$ cat src/rtl/range_counter_if.sv
// Control, configuration and status bundle for range_counter.
// The slave side is the counter; the master side supplies the controls and observes the status.
interface range_counter_if #(
    parameter int unsigned P_WIDTH      = 8,
    parameter int unsigned P_STEP_WIDTH = 4
) ();
    logic                    en;
    logic                    clr;
    logic                    load;
    logic [P_WIDTH-1:0]      load_value;
    logic [P_WIDTH-1:0]      param_lower;
    logic [P_WIDTH-1:0]      param_upper;
    logic [P_STEP_WIDTH-1:0] param_step;
    logic                    param_direction;
    logic                    param_cycle_en;
    logic [P_WIDTH-1:0]      counter;
    logic                    at_upper;
    logic                    at_lower;
    logic                    wrap_pulse;
    logic                    sat_pulse;
    logic                    range_err;
    logic                    cfg_err;

    modport master (
        output en, clr, load, load_value, param_lower, param_upper,
               param_step, param_direction, param_cycle_en,
        input  counter, at_upper, at_lower, wrap_pulse, sat_pulse, range_err, cfg_err
    );

    modport slave (
        input  en, clr, load, load_value, param_lower, param_upper,
               param_step, param_direction, param_cycle_en,
        output counter, at_upper, at_lower, wrap_pulse, sat_pulse, range_err, cfg_err
    );
endinterface

$ cat src/rtl/range_counter.sv
// Up/down counter with run-time bounds, step, parallel load, and wrap/saturate behaviour.
// The count and the wrap/sat/range-error pulses are registered; the bound flags are combinational.
module range_counter #(
    parameter int unsigned P_WIDTH      = 8,
    parameter int unsigned P_STEP_WIDTH = 4
) (
    input  logic            aclk,
    input  logic            reset,
    range_counter_if.slave  bus
);
    localparam int unsigned LP_EXT_W = P_WIDTH + 1;

    logic [P_WIDTH-1:0]      r_counter;
    logic                    r_wrap_pulse;
    logic                    r_sat_pulse;
    logic                    r_range_err;

    logic [P_WIDTH-1:0]      w_cnt_next;
    logic                    w_wrap_next;
    logic                    w_sat_next;
    logic                    w_err_next;
    logic                    w_cfg_err;
    logic [P_STEP_WIDTH-1:0] w_step;
    logic [LP_EXT_W-1:0]     w_cnt_ext;
    logic [LP_EXT_W-1:0]     w_step_ext;
    logic [LP_EXT_W-1:0]     w_lower_ext;
    logic [LP_EXT_W-1:0]     w_upper_ext;
    logic [LP_EXT_W-1:0]     w_sum;
    logic [LP_EXT_W-1:0]     w_diff;
    logic                    w_sum_over;
    logic                    w_diff_under;
    logic [P_WIDTH-1:0]      w_load_clamped;

    assign w_cfg_err   = bus.param_lower > bus.param_upper;
    assign w_step      = bus.param_step;
    assign w_cnt_ext   = LP_EXT_W'(r_counter);
    assign w_step_ext  = LP_EXT_W'(w_step);
    assign w_lower_ext = LP_EXT_W'(bus.param_lower);
    assign w_upper_ext = LP_EXT_W'(bus.param_upper);

    // One extra bit keeps the sum free of native overflow and gives the difference a sign bit.
    assign w_sum        = w_cnt_ext + w_step_ext;
    assign w_diff       = w_cnt_ext - w_step_ext;
    assign w_sum_over   = w_sum > w_upper_ext;
    assign w_diff_under = w_diff[P_WIDTH] || (w_diff < w_lower_ext);

    always_comb begin
        if (bus.load_value < bus.param_lower) begin
            w_load_clamped = bus.param_lower;
        end else if (bus.load_value > bus.param_upper) begin
            w_load_clamped = bus.param_upper;
        end else begin
            w_load_clamped = bus.load_value;
        end
    end

    // Next-state selection: load > clr > out-of-range fix-up > count.
    always_comb begin
        w_cnt_next  = r_counter;
        w_wrap_next = 1'b0;
        w_sat_next  = 1'b0;
        w_err_next  = 1'b0;
        if (bus.en && !w_cfg_err) begin
            if (bus.load) begin
                w_cnt_next = w_load_clamped;
                w_err_next = w_load_clamped != bus.load_value;
            end else if (bus.clr) begin
                w_cnt_next = bus.param_direction ? bus.param_lower : bus.param_upper;
            end else if (r_counter > bus.param_upper) begin
                w_cnt_next = bus.param_upper;
                w_err_next = 1'b1;
            end else if (r_counter < bus.param_lower) begin
                w_cnt_next = bus.param_lower;
                w_err_next = 1'b1;
            end else if (w_step != '0) begin
                if (bus.param_direction) begin
                    if (!w_sum_over) begin
                        w_cnt_next = w_sum[P_WIDTH-1:0];
                    end else if (bus.param_cycle_en) begin
                        w_cnt_next  = bus.param_lower;
                        w_wrap_next = 1'b1;
                    end else begin
                        w_cnt_next = bus.param_upper;
                        w_sat_next = 1'b1;
                    end
                end else begin
                    if (!w_diff_under) begin
                        w_cnt_next = w_diff[P_WIDTH-1:0];
                    end else if (bus.param_cycle_en) begin
                        w_cnt_next  = bus.param_upper;
                        w_wrap_next = 1'b1;
                    end else begin
                        w_cnt_next = bus.param_lower;
                        w_sat_next = 1'b1;
                    end
                end
            end
        end
    end

    always_ff @(posedge aclk) begin
        if (reset) begin
            r_counter    <= '0;
            r_wrap_pulse <= 1'b0;
            r_sat_pulse  <= 1'b0;
            r_range_err  <= 1'b0;
        end else begin
            r_counter    <= w_cnt_next;
            r_wrap_pulse <= w_wrap_next;
            r_sat_pulse  <= w_sat_next;
            r_range_err  <= w_err_next;
        end
    end

    assign bus.counter    = r_counter;
    assign bus.wrap_pulse = r_wrap_pulse;
    assign bus.sat_pulse  = r_sat_pulse;
    assign bus.range_err  = r_range_err;
    assign bus.at_upper   = r_counter == bus.param_upper;
    assign bus.at_lower   = r_counter == bus.param_lower;
    assign bus.cfg_err    = w_cfg_err;
endmodule

$ cat src/flat_wrapper.sv
// flat-port wrapper written by rule: the top's interface ports become plain ports
module range_counter_flat 
#(
    parameter int unsigned P_WIDTH      = 8,
    parameter int unsigned P_STEP_WIDTH = 4
)
  (aclk, reset, bus_en, bus_clr, bus_load, bus_load_value, bus_param_lower, bus_param_upper, bus_param_step, bus_param_direction, bus_param_cycle_en, bus_counter, bus_at_upper, bus_at_lower, bus_wrap_pulse, bus_sat_pulse, bus_range_err, bus_cfg_err);
  range_counter_if #(.P_WIDTH(P_WIDTH), .P_STEP_WIDTH(P_STEP_WIDTH)) bus_i ();
  input  logic aclk;
  input  logic reset;
  input wire logic [$bits(bus_i.en)-1:0] bus_en;
  input wire logic [$bits(bus_i.clr)-1:0] bus_clr;
  input wire logic [$bits(bus_i.load)-1:0] bus_load;
  input wire logic [$bits(bus_i.load_value)-1:0] bus_load_value;
  input wire logic [$bits(bus_i.param_lower)-1:0] bus_param_lower;
  input wire logic [$bits(bus_i.param_upper)-1:0] bus_param_upper;
  input wire logic [$bits(bus_i.param_step)-1:0] bus_param_step;
  input wire logic [$bits(bus_i.param_direction)-1:0] bus_param_direction;
  input wire logic [$bits(bus_i.param_cycle_en)-1:0] bus_param_cycle_en;
  output wire logic [$bits(bus_i.counter)-1:0] bus_counter;
  output wire logic [$bits(bus_i.at_upper)-1:0] bus_at_upper;
  output wire logic [$bits(bus_i.at_lower)-1:0] bus_at_lower;
  output wire logic [$bits(bus_i.wrap_pulse)-1:0] bus_wrap_pulse;
  output wire logic [$bits(bus_i.sat_pulse)-1:0] bus_sat_pulse;
  output wire logic [$bits(bus_i.range_err)-1:0] bus_range_err;
  output wire logic [$bits(bus_i.cfg_err)-1:0] bus_cfg_err;
  assign bus_i.en = bus_en;
  assign bus_i.clr = bus_clr;
  assign bus_i.load = bus_load;
  assign bus_i.load_value = bus_load_value;
  assign bus_i.param_lower = bus_param_lower;
  assign bus_i.param_upper = bus_param_upper;
  assign bus_i.param_step = bus_param_step;
  assign bus_i.param_direction = bus_param_direction;
  assign bus_i.param_cycle_en = bus_param_cycle_en;
  assign bus_counter = bus_i.counter;
  assign bus_at_upper = bus_i.at_upper;
  assign bus_at_lower = bus_i.at_lower;
  assign bus_wrap_pulse = bus_i.wrap_pulse;
  assign bus_sat_pulse = bus_i.sat_pulse;
  assign bus_range_err = bus_i.range_err;
  assign bus_cfg_err = bus_i.cfg_err;
  range_counter #(.P_WIDTH(P_WIDTH), .P_STEP_WIDTH(P_STEP_WIDTH)) u_core (.aclk(aclk), .reset(reset), .bus(bus_i));
endmodule
$ cat config.mk
export PLATFORM = sky130hd
export DESIGN_NAME = range_counter_flat
export DESIGN_NICKNAME = d
export VERILOG_FILES = /design/src/rtl/range_counter_if.sv /design/src/rtl/range_counter.sv /design/src/flat_wrapper.sv
export SDC_FILE = /design/constraint.sdc
export NUM_CORES = 1
export LEC_CHECK = 0
export ABC_CLOCK_PERIOD_IN_PS = 9100
export BUFFER_PORTS_ARGS = -buffer_cell sky130_fd_sc_hd__buf_2
export CORE_ASPECT_RATIO = 0.9
export CORE_MARGIN = 2
export CORE_UTILIZATION = 55
export DETAILED_ROUTE_END_ITERATION = 16
export PLACE_DENSITY = 0.82
export SYNTH_ARGS = -nofsm -noshare
export SYNTH_HDL_FRONTEND = slang
export SYNTH_SLANG_ARGS = --single-unit
$ cat constraint.sdc
create_clock -name aclk -period 9.1 [get_ports aclk]
set_input_delay 0.91 -clock aclk [delete_from_list [all_inputs] [get_ports aclk]]
set_output_delay 0.91 -clock aclk [all_outputs]
set_load 0.005 [all_outputs]
**Word-level counts from Yosys, hierarchy flattened**

Index checks and enable logic that the tools add are counted.

- Equal/unequal tests: 3
- Reduce and logical (&&, ||, !) cells: 8
- Order comparisons: 7
- Add/subtract/negate cells: 2
- Muxes and demuxes: 25
- Bitwise operators: 2

Operators with widths:

| cell | count |
|---|---|
| $mux 8 | 13 |
| $gt 8x8->1 | 3 |
| $eq 8x8->1 | 2 |
| $lt 8x8->1 | 2 |
| $mux 1 | 12 |
| $add 8x4->9 | 1 |
| $gt 9x8->1 | 1 |
| $lt 9x8->1 | 1 |
| $sub 8x4->9 | 1 |
| $ne 8x8->1 | 1 |
| $reduce_or 7->1 | 1 |
| $reduce_bool 5->1 | 1 |
| $reduce_bool 4->1 | 1 |
| $not 1->1 | 2 |
| $reduce_and 2->1 | 1 |
| $reduce_or 2->1 | 1 |
| $logic_and 1x1->1 | 1 |
| $logic_not 1->1 | 1 |
| $logic_or 1x1->1 | 1 |

- Input port bits: 35
- Output and inout port bits: 14
- Register bits after elaboration: 11
- Logic and storage cells: 51

**Logic depth before layout (Yosys ltp)**

- Word-level depth: 10
- Depth in mapped cells: 18
- Mapped depth without buffers: 17

**Worst setup path after synthesis**

OpenSTA, ideal clock, no wires.

- Kind: in2reg
- From: input bus_param_step[0]
- To: register u_core.r_counter[2] (netlist: u_core.bus.counter[2])
- Stages on the path: 17
- Buffers on the path: 1
- Path slack: 4.919 ns
- Required time: 8.984 ns
- Setup time: 0.116 ns
- Data arrival time: 4.065 ns
- Path through: ha_1 inv_1 fa_1 nand2_1 nand2_1 a2111oi_0 xor2_1 ha_1 nand4_1 a211oi_2 o22ai_2 or2_1 buf_4 o21ai_2 mux2i_1 a211o_1 a41o_1

- Word-level cells in the longest chain between the ends: 10
- Elaborated cells on any way between the ends: 16
- Those cells by class: 2 x add/sub; 2 x order compare; 8 x mux; 4 x reduce/logical

Ends and longest elaborated chain:

| element | line | source |
|---|---|---|
| from (decl) | flat_wrapper.sv:17 | `input wire logic [$bits(bus_i.param_step)-1:0] bus_param_step;` |
| $sub 8x4->9 | range_counter.sv:43 | `assign w_diff = w_cnt_ext - w_step_ext;` |
| $lt 9x8->1 | range_counter.sv:45 | `assign w_diff_under = w_diff[P_WIDTH] \|\| (w_diff < w_lower_ext);` |
| $logic_or 1x1->1 | range_counter.sv:45 |  |
| $mux 8 | range_counter.sv:87 | `if (!w_diff_under) begin` |
| $mux 8 | range_counter.sv:76 | `if (bus.param_direction) begin` |
| $mux 8 | range_counter.sv:75 | `end else if (w_step != '0) begin` |
| $mux 8 | range_counter.sv:72 | `end else if (r_counter < bus.param_lower) begin` |
| $mux 8 | range_counter.sv:69 | `end else if (r_counter > bus.param_upper) begin` |
| $mux 8 | range_counter.sv:67 | `end else if (bus.clr) begin` |
| $mux 8 | range_counter.sv:64 | `if (bus.load) begin` |
| to (signal assigned) | range_counter.sv:108 | `r_counter <= w_cnt_next;` |
| to (decl) | range_counter.sv:13 | `logic [P_WIDTH-1:0] r_counter;` |

Several ways; a longest one is shown, not always the timed one. The select of a mux whose other input is x is not followed.
A chain may end at the register's enable or synchronous reset.

**Final worst setup path**

Same ends and word-level chain as after synthesis.

==> impl_results.md <==
- Status: completed
- Worst slew margin: 19.4%
- Predominant post-synthesis flop cell: dfxtp_1
- Residual DRC: 0
- RSZ-0062 raised after global routing: no
- Die extent in y: 77.3 um
- Nets: 580
- First-pass GRT wire length: approximately 18000 um
- CTS tree: built
- Overflow after GRT: 0
- Final hold slack: 0.690 ns
- Worst-Margin Slew: 1.21 ns
- Core area: 5730 um2
- Htree depth: 1
- Post_cts resized: 0
- Net count after synthesis: 543
- Synth Instances: between 400 and 500
- CTS Buffer Depth: 2
- Yosys warns: 0
- Max Slew Vio Count: 0
- Initial antenna violation count: 0
- Root Buffer Master: clkbuf_8
- Worst vdd ir: 0.0969 mV
- Placed inst area: 3510 um2
- Tot GR Track Use: roughly 34%
- Clk slew on worst S/H paths: 0.06 ns
- Clock sinks: 11
- Gpl congestion: between 1 and 1.5
- Share of cells above drive strength 1: 13.1%
- Post-CTS Setup Inserts: 0
- Met2 GRT Util: 52.0%
- Mapped Area: 3280 um2
- Port Buffers: 48
- Die footprint: between 6000 and 7000 um2
- Core Rows: 26
- First DRT Iteration DRCs: 583
- WS Path Type: primary input to register
- Setup TNS: 0 ns
- Final instance area: 3560 um2
- Maxcap violations: 0
- Met3 usage: under 10%
- Power Dens Cells: 118 nW/um2
- Period utilization: between 50% and 60%
- CP Buf/Inv Count: 2
- Setup crit end kind: register
- R2R Setup Slk: 4.43 ns
- Largest net degree at the start of global routing: 28
- CTS Buf Count: 3
- Post-synth ARST share: 0%
- Hold Crit Class: register to register
- Hold Vio Cnt, Final: 0
- Placement Setup Slack: 4.12 ns
- Setup Viol. Count Final: 0
- Area growth from synthesis to layout: 8.55%
- Starting Density: 57.3%
- DR vias: 3714
- Setup ws final: approximately 4.2 ns
- WP data arrival: about 5.0 ns
- Layout fillers: about 530
- Synthesized flop and latch total: 11
- Skew final: 0.00338 ns
- First drt pass iteration count: 5
- Worst path top cell family by delay: compound AO/OA/AOI/OAI gates
- Crit-path cells: buf_2 > ha_1 > inv_1 > fa_1 > nand2_1 > nand2_1 > a2111oi_0 > xor2_1 > ha_1 > nand4_1 > a211oi_2 > o22ai_2 > or2_1 > o21ai_2 > mux2i_1 > a211o_1 > a41o_1
- Number of global-route vias before repair: between 3000 and 4000
- Antenna viol nets, final: 0
- Antenna Diode Count: 0
- Crit start category: primary input
- Maximum clock frequency: 205 MHz
- Syn_area_per_cell: 7.39 um2
- CP required: approximately 9 ns
- Crit-path max cell delay: roughly 0.61 ns
- Hold Buf Count CTS: 0
- Wirelength, routed: 10900 um
- Met1 Usage GRT: 47.9%
- Library cells used by synthesis: 67
- Highest fanout seen on the critical path: 9
- Max stage delay cell, worst path: a2111oi_0
- Placed wire-length estimate: 8820 um
- Post-synth EDFFs: 0
- IO Count: 49
- Fin crit period: between 4 and 5 ns
- Die Wd: 85.4 um
- Vias per cell: 6.75
- Most used routing layer: met2
- Leakage: 1.74 nW
- Clock Latency Late Sink: 0.25 ns
- Seq/Total Area, Yosys: 6.71%
- Wirelength per Cell: between 15 and 20 um
-- worst reg2reg max path, cell delays in order, from the launching register on --
cell	delay, ns
dfxtp_1	0.33
inv_1	0.19
ha_1	0.20
inv_1	0.05
fa_1	0.40
nand2_1	0.08
nand2_1	0.13
a2111oi_0	0.61
xor2_1	0.19
ha_1	0.34
nand4_1	0.20
a211oi_2	0.35
o22ai_2	0.27
or2_1	0.44
o21ai_2	0.17
mux2i_1	0.09
a211o_1	0.30
a41o_1	0.24
-- per-stage QoR --
stage | utilization, % | total power [W] | std cells
floorplan | - | 0.000276 | 444
global placement | 61.4 | 0.000348 | 546
detailed placement | 61.4 | 0.000356 | 546
CTS | 62.2 | 0.000409 | 550
global route | 62.2 | 0.000453 | 550
finish | 62.2 | 0.000421 | 550
-- path summary, 6_finish.rpt --
path	startpoint	end	cells after the start
worst max-delay path	bus_param_step[0]	u_core.bus.counter[2]$_SDFFE_PP0P_	17
worst min-delay path	u_core.bus.counter[3]$_SDFFE_PP0P_	u_core.bus.counter[3]$_SDFFE_PP0P_	2
worst max register to register	u_core.bus.counter[0]$_SDFFE_PP0P_	u_core.bus.counter[2]$_SDFFE_PP0P_	17
worst min register to register	u_core.bus.counter[3]$_SDFFE_PP0P_	u_core.bus.counter[3]$_SDFFE_PP0P_	2
-- synthesized netlist by cell type, types with 3 or more instances --
cell type	number	share of area, %
o2111ai_1	3	0.80
xor2_1	22	5.9
nand2_1	36	4.1
nor2b_1	7	1.3
mux2i_1	17	5.2
a211oi_1	13	3.0
a21o_1	7	1.6
clkbuf_1	7	0.80
nand4_1	3	0.57
nand3_1	15	2.3
xnor2_1	5	1.3
o211ai_1	13	3.0
nor4_1	5	0.95
a221o_1	3	0.92
inv_1	37	4.2
ha_1	62	24
buf_6	3	1.0
o21ai_0	28	4.3
dfxtp_1	11	6.7
o21ai_1	3	0.46
and3_1	5	0.95
nor3_1	10	1.5
nor2_1	30	3.4
a21oi_1	38	5.8
o22ai_1	4	0.76
buf_2	4	0.61
-- final cells by class --
type | count | area (um2) | area share [%]
sequential | 11 | 220 | 6.19
multi-input combinational | 379 | 2820 | 79.2
timing repair buffer | 49 | 248 | 6.96
clock buffer | 4 | 45.0 | 1.27
inverter | 37 | 139 | 3.90
tap | 70 | 87.6 | 2.46
-- report_power, final --
part	internal (W)	switching, W	leakage (nW)
logic	0.000116	0.000185	1.63
registers	0.0000528	0.0000126	0.0904
clock network	0.0000311	0.0000238	0.0228
-- state kept, by name (all words and copies together) (netlist names) --
register,cells
u_core.bus.counter,8
u_core.bus.wrap_pulse,1
u_core.bus.range_err,1
u_core.bus.sat_pulse,1
-- cells in the final DEF, fill, tap and decap left out, types with 3 or more instances in the layout --
master / synthesis / final
xor2_1: 22 / 22
o21ai_0: 28 / 28
a221o_1: 3 / 3
dfxtp_1: 11 / 11
and3_1: 5 / 5
nand2_1: 36 / 36
a21o_1: 7 / 7
clkbuf_8: 0 / 3
nand4_1: 3 / 3
mux2i_1: 17 / 17
a21oi_1: 38 / 38
buf_2: 4 / 48
a211oi_1: 13 / 13
ha_1: 62 / 62
o22ai_1: 4 / 4
nor3_1: 10 / 10
inv_1: 37 / 37
nor2b_1: 7 / 7
o2111ai_1: 3 / 3
nand3_1: 15 / 15
xnor2_1: 5 / 5
o21ai_1: 3 / 3
nor2_1: 30 / 30
nor4_1: 5 / 5
o211ai_1: 13 / 13
-- logic make-up (layout without fill, tap and decap cells) --
| logic type | Yosys count | in the layout | share of synthesized area, % |
|---|---|---|---|
| AO/OA/AOI/OAI | 147 | 147 | 30.7 |
| XOR/XNOR | 27 | 27 | 7.21 |
| adder cells (fa/ha/maj) | 64 | 64 | 24.9 |
| buffers and inverters | 54 | 90 | 7.29 |
| flip-flops | 11 | 11 | 6.71 |
| multiplexers | 17 | 17 | 5.19 |
| AND/OR/NAND/NOR | 124 | 124 | 18.0 |
-- metal layers --
metal	vias up	share of wire, %
li1	1735	-
met1	1684	42
met2	246	43
met5	-	0
met4	0	3.5
met3	49	11
No activity file was read; power rests on OpenSTA's default activity.
